[src/rtl/deca_i2c_line_filter.sv]
// Two-flop synchroniser followed by a FILT-cycle stability filter; emits level and edge pulses.
module deca_i2c_line_filter #(
  parameter int FILT = 3
) (
  input  logic i_clk,
  input  logic i_rst,
  input  logic i_line,
  output logic o_level,
  output logic o_rise,
  output logic o_fall
);
  localparam int CW = $clog2(FILT + 1);

  logic [1:0]    sync_q;
  logic [CW-1:0] cnt_q;
  logic          level_q;
  logic          rise_q;
  logic          fall_q;

  // Idle bus level is high, so the filter starts high to avoid a spurious edge.
  always_ff @(posedge i_clk or posedge i_rst) begin
    if (i_rst) begin
      sync_q  <= 2'b11;
      cnt_q   <= '0;
      level_q <= 1'b1;
      rise_q  <= 1'b0;
      fall_q  <= 1'b0;
    end else begin
      sync_q <= {sync_q[0], i_line};
      rise_q <= 1'b0;
      fall_q <= 1'b0;
      if (sync_q[1] == level_q) begin
        cnt_q <= '0;
      end else if (cnt_q == CW'(FILT - 1)) begin
        level_q <= sync_q[1];
        rise_q  <= sync_q[1];
        fall_q  <= ~sync_q[1];
        cnt_q   <= '0;
      end else begin
        cnt_q <= cnt_q + 1'b1;
      end
    end
  end

  assign o_level = level_q;
  assign o_rise  = rise_q;
  assign o_fall  = fall_q;
endmodule

[config.mk]
export PLATFORM = sky130hd
export DESIGN_NAME = deca_i2c_line_filter
export DESIGN_NICKNAME = d
export VERILOG_FILES = /design/src/rtl/deca_i2c_line_filter.sv
export SDC_FILE = /design/constraint.sdc
export NUM_CORES = 1
export LEC_CHECK = 0
export CORE_AREA = 2 2 39 41
export CTS_CLUSTER_SIZE = 14
export DETAILED_ROUTE_END_ITERATION = 8
export DIE_AREA = 0 0 41 43
export DONT_BUFFER_PORTS = 1
export PLACE_DENSITY = 0.34
export SYNTH_ARGS = -nofsm -noshare
export SYNTH_HDL_FRONTEND = slang
export SYNTH_SLANG_ARGS = --single-unit
[constraint.sdc]
create_clock -name i_clk -period 1.65 [get_ports i_clk]
set_input_delay 0.4125 -clock i_clk [delete_from_list [all_inputs] [get_ports i_clk]]
set_output_delay 0.4125 -clock i_clk [all_outputs]
set_load 0.05 [all_outputs]
==> results of run 1 <==
-- layer usage --
| layer | track usage | vias to the layer above |
|---|---|---|
| met5 | 0 | - |
| met1 | 0.0752 | 58 |
| met4 | 0.0800 | 0 |
| met2 | 0.0563 | 9 |
| met3 | 0.0942 | 2 |
| li1 | - | 59 |
-- synthesized netlist by cell type, drive strengths merged --
cell / count
nor3: 1
mux2: 1
nand2b: 1
dfrtp: 4
xnor2: 1
dfstp: 3
inv: 1
nor3b: 3
-- timing repair --
action / 4_1_cts / 5_1_grt
setup buffers: 0 / 0
hold buffers: 1 / 0
hold endpoints to repair: 4 / 0
gates resized for setup: 0 / 0
-- power by group through the flow --
| stage | registers (mW) | logic (mW) | clock network [mW] |
|---|---|---|---|
| 2_1_floorplan | 0.326 | 0.0833 | 0 |
| 3_3_place_gp | 0.332 | 0.0894 | 0 |
| 3_5_place_dp | 0.335 | 0.0907 | 0 |
| 4_1_cts | 0.332 | 0.0931 | 0.161 |
| 5_1_grt | 0.342 | 0.102 | 0.173 |
| 6_report | 0.331 | 0.0915 | 0.150 |
-- final timing paths --
path / from / endpoint / slack, ps / cells past startpoint
worst min register to register: sync_q[0] / sync_q[1] / 350 / 0
worst max-delay path: o_level / o_level / 260 / 0
min in group asynchronous: i_rst / o_fall / 530 / 2
worst max register to register: o_level / cnt_q[1] / 510 / 2
max in group asynchronous: i_rst / sync_q[0] / 850 / 2
worst min-delay path: i_line / sync_q[0] / 160 / 0
-- kinds of logic (layout without fill, tap and decap cells) --
| logic type | after synthesis | after routing | synth area share |
|---|---|---|---|
| buffers and inverters | 1 | 6 | 0.0151 |
| and+or+nand+nor | 5 | 5 | 0.167 |
| xor gates and xnor gates | 1 | 1 | 0.0354 |
| DFF | 7 | 7 | 0.722 |
| muxes | 1 | 1 | 0.0606 |
-- sequential cells by signal, indices dropped and copies added (netlist names) --
signal   cells
sync_q       2
o_rise       1
o_level      1
cnt_q        2
o_fall       1
-- final cells by class --
| cell class | count | area, sq um | area share |
|---|---|---|---|
| Clock buffer | 4 | 26.3 | 0.0864 |
| Multi-Input combinational cell | 7 | 65.1 | 0.214 |
| Sequential cell | 7 | 179 | 0.588 |
| Timing Repair Buffer | 1 | 10.0 | 0.0329 |
| Tap cell | 16 | 20.0 | 0.0658 |
| Inverter | 1 | 3.75 | 0.0123 |
-- per-stage QoR --
stage / util / hold slack, ps
floorplan: - / 214
global placement: 0.193 / 240
detailed placement: 0.193 / 249
CTS: 0.220 / 146
global route: 0.220 / 132
finish: 0.220 / 161
==> run summary, run 1 <==
initial antenna violation count: 0
Worst-Margin Slew: 450 ps
WL final: 313 microns
Final setup violation count: 0
vias after detailed routing: 128
FF+latch count, synth: 7
top layer in use: met4
most frequent cells in the layout: dfrtp_1 (4), nor3b_1 (3), clkbuf_4 (3), dfstp_2 (3)
ant diodes: 0
maxcap violations: 0
fin. max-slew vios: 0
global-route wire length before repair: 655 microns
Clk Latency, worst-skew pair: 250 ps
Root Driver: clkbuf_4
Slew headroom: 0.700
CTS sink count: 7
RSZ-0062 raised after global routing: no
Die H: 43 microns
Avg Cell Area, Syn: 16.5 sq um
TritonCTS Buffers: 3
htree depth: 1
fin worst setup slack: 264 ps
sequential share of the synthesized area: 0.722
Tcrit/Tclk final: 0.840
min-delay worst type: in -> reg
Starting Density: 0.179
DRT Pass-1 Iters: 2
DRC violations left: 0
Synth area leaders: dfrtp_1 (40%), dfstp_2 (32%), nor3b_1 (9.1%)
Synth area leader: dfrtp_1
mapped cell area: 248 sq um
Layout Cells excl Fill: 36
largest net degree at the start of global routing: 8
met2 WL: 118 microns
die width: 41 microns
post-place setup slack: 519 ps
Crit Path Max Fanout: 5
Antenna Nets Post-Route: 0
Logic pwr share: 0.160
fmax: 722 MHz
critical path class: reg -> out
cell-internal power: 0.381 mW
LEAKAGE: 0.131 nW
switch share: 0.335
gr usage total: 0.0716
Final Power: 0.573 mW
Placed Area: 268 sq um
fraction of layout cells with a size suffix above 1: 0.400
# rows: 14
Core Region: 1380 sq um
Worst-path clk slew: 50 ps
post-synthesis cell type count: 8
final hold violations: 0
Critical Path AT: 970 ps
Clock power frac: 0.262
Final #Nets: 24
most common cell after layout, fill and taps aside: dfrtp_1
detailed route wirelength on metal3: 48 microns
RePlAce Congestion: 0.605
switching power: 0.192 mW
CP Capture Type: output port
P per Cell Area: 1880 nW/um^2
Synth top area share: 0.404
Reg power frac: 0.578
Die ar.: 1760 sq um
total gr overflow: 0
Tmin final: 1390 ps
Fin Setup TNS: 0 ps
CTS tree: yes
placed cell count: 31
CTS max path bufs: 2
P&R area growth vs syn: 22.7%
initial DRC count: 1
CP required: 1240 ps
syn nets: 18
status: finished, final reports clean
vias in the first global route: 148
fillcell total: 146
PortBufs: 0
wire length on met1: 135 microns
Syn. warnings: 0
Worst Skew: 1.60 ps
average wire per standard cell: 8.69 microns
vias per cell: 3.56
post-route cell area: 304 sq um
Ports: 6
Startpoint Class: flip-flop
Synth Instances: 15
Peak VDD IR: 0.678 mV
Power figures use the tool's default switching activity.
==> inputs of run 2 (changes only) <==
Settings changed: PLACE_DENSITY 0.34 to 0.35.
Clock period 1.65 ns to 1.2 ns, I/O delays scaled along.
==> run 2 against run 1 <==
- the flow now finishes with violations (setup timing)
- first-iteration DRC count stayed put
- non-clock buffer count rose by 3
- setup slack worse by 310 ps
- count of clock-buffer cells in the layout did not move
- sequential power increased by 12%
- sequential cell count stayed put
- routed wire length grew 19%
- power grew 57%
- critical path depth rose by 1
==> run summary, run 2 (synthesis results as in run 1) <==
status: finished with violations
violated checks: setup timing
Logic pwr share: 0.357 (+0.197)
Crit Path Max Fanout: 2 (-3)
CP Capture Type: output port
maxcap violations: 0 (unchanged)
PortBufs: 0 (unchanged)
P per Cell Area: 2660 nW/um^2 (+41%)
Antenna Nets Post-Route: 0 (unchanged)
RePlAce Congestion: 0.649 (+7.4%)
post-layout util: 0.245 (+0.0253)
Final setup violation count: 1 (+1)
Ports: 6 (unchanged)
CTS sink count: 7 (unchanged)
placed cell count: 33 (+6.5%)
global-route wire length before repair: 690 microns (+5.3%)
vias after detailed routing: 142 (+11%)
Core Region: 1380 sq um (unchanged)
critical path class: reg -> out
LEAKAGE: 0.151 nW (+15%)
Worst Skew: 5.45 ps (+3.85 ps)
vias in the first global route: 165 (+11%)
gr usage total: 0.0659 (-0.00579)
Placed Area: 295 sq um (+10%)
Startpoint Class: flip-flop
Critical Path AT: 950 ps (-20 ps)
Worst-Margin Slew: 447 ps (-2.70 ps)
CTS tree: yes
switching power: 0.288 mW (+50%)
critical path buffer and inverter count: 1
fraction of layout cells with a size suffix above 1: 0.478 (+0.0783)
WL final: 371 microns (+19%)
most frequent cells in the layout: dfrtp_1 (4), nor3b_1 (3), clkbuf_4 (3), dfstp_2 (3), buf_4 (2)
cell-internal power: 0.613 mW (+61%)
initial antenna violation count: 0 (unchanged)
htree depth: 1 (unchanged)
Largest regs: cnt_q (2), sync_q (2)
Max stage delay on crit path: 560 ps
Clock power frac: 0.231 (-0.031)
largest net degree at the start of global routing: 8 (unchanged)
Worst-path clk slew: 50 ps (about the same)
reg-to-reg slack, setup: 150 ps (-360 ps)
DRT Pass-1 Iters: 3 (+1)
ant diodes: 0 (unchanged)
Fin Setup TNS: -45.7 ps (-45.7 ps)
min-delay worst type: in -> reg
total gr overflow: 0 (unchanged)
Root Driver: clkbuf_4
fin. max-slew vios: 0 (unchanged)
Peak VDD IR: 0.817 mV (+21%)
Slew headroom: 0.702 (+0.00180)
P&R area growth vs syn: 36.9%
Tcrit/Tclk final: 1.04
CTS max path bufs: 2 (unchanged)
DRC violations left: 0 (unchanged)
fmax: 803 MHz
CP top delay family: flip-flops
most common cell after layout, fill and taps aside: dfrtp_1
final hold violations: 0 (unchanged)
post-route cell area: 339 sq um (+12%)
CP required: 900 ps (-340 ps)
RSZ-0062 raised after global routing: yes
Tmin final: 1250 ps
switch share: 0.320 (-0.0150)
average wire per standard cell: 9.51 microns (+9.4%)
Die H: 43 microns (unchanged)
Final #Nets: 27 (+13%)
Worst path slowest cell: dfstp_2
Starting Density: 0.179 (unchanged)
Die ar.: 1760 sq um (unchanged)
vias per cell: 3.64 (+2.4%)
Reg power frac: 0.413 (-0.165)
Layout Cells excl Fill: 39 (+8.3%)
fin worst setup slack: -45.7 ps (-310 ps)
Hold Slack: 52.9 ps (-108 ps)
die width: 41 microns (unchanged)
initial DRC count: 1 (unchanged)
CP Cell Sequence: buf_12
TritonCTS Buffers: 3 (unchanged)
Post-CTS Resized: 0 (unchanged)
# rows: 14 (unchanged)
Clk Latency, worst-skew pair: 250 ps (about the same)
## run 2: metal layers
layer | GRT usage | wire length, microns | up-vias
met5 | 0 | 0 | -
met4 | 0.0400 | 0 | 0
met3 | 0.0628 | 50 | 0
met2 | 0.0844 | 188 | 7
met1 | 0.0662 | 131 | 69
li1 | - | - | 66
## run 2: path summary, 6_finish.rpt
path | start | to | cells after the start
worst min-delay path | i_line | sync_q[0] | 0
worst max-delay path | o_level | o_level | 1
max in group asynchronous | i_rst | sync_q[0] | 2
worst max register to register | o_level | cnt_q[1] | 3
worst min register to register | sync_q[0] | sync_q[1] | 0
min in group asynchronous | i_rst | o_rise | 2
## run 2: repair_timing
action                                 CTS  global route
hold buffers                             1             0
gates cloned                             0             0
buffers inserted                         1             0
endpoints found under the hold margin    4             0
setup endpoints to repair                1             1
## run 2: area by class of cell
| class | instances | area, sq um |
|---|---|---|
| Inverter | 1 | 3.75 |
| Fill cell | 141 | 1040 |
| Multi-Input combinational cell | 7 | 65.1 |
| Clock buffer | 4 | 26.3 |
| Tap cell | 16 | 20.0 |
| Timing Repair Buffer | 4 | 45.0 |
| Sequential cell | 7 | 179 |
## run 2: per-stage QoR
stage	setup WS (ps)	total power, mW
after floorplan	124	0.562
after global placement	191	0.666
after detailed placement	171	0.672
after CTS	-53.4	0.915
after global routing	-74.4	0.958
final	-45.7	0.901
## run 2: power groups by stage
stage / Clock, mW / Combinational, mW / Sequential, mW
after floorplan: 0 / 0.115 / 0.448
after global placement: 0 / 0.284 / 0.383
after detailed placement: 0 / 0.281 / 0.391
after CTS: 0.219 / 0.324 / 0.372
after global routing: 0.235 / 0.342 / 0.381
final: 0.208 / 0.322 / 0.372
==> inputs of run 3 (changes only) <==
Settings changed: MAX_ROUTING_LAYER set to met4.
==> results of run 3 <==
Final layout, timing and power as in run 2 (identical DEF).
Main changes from that run: final weighted congestion in routability-driven placement 0.649 -> 0.655; overall routing resource usage 0.0659 -> 0.0675
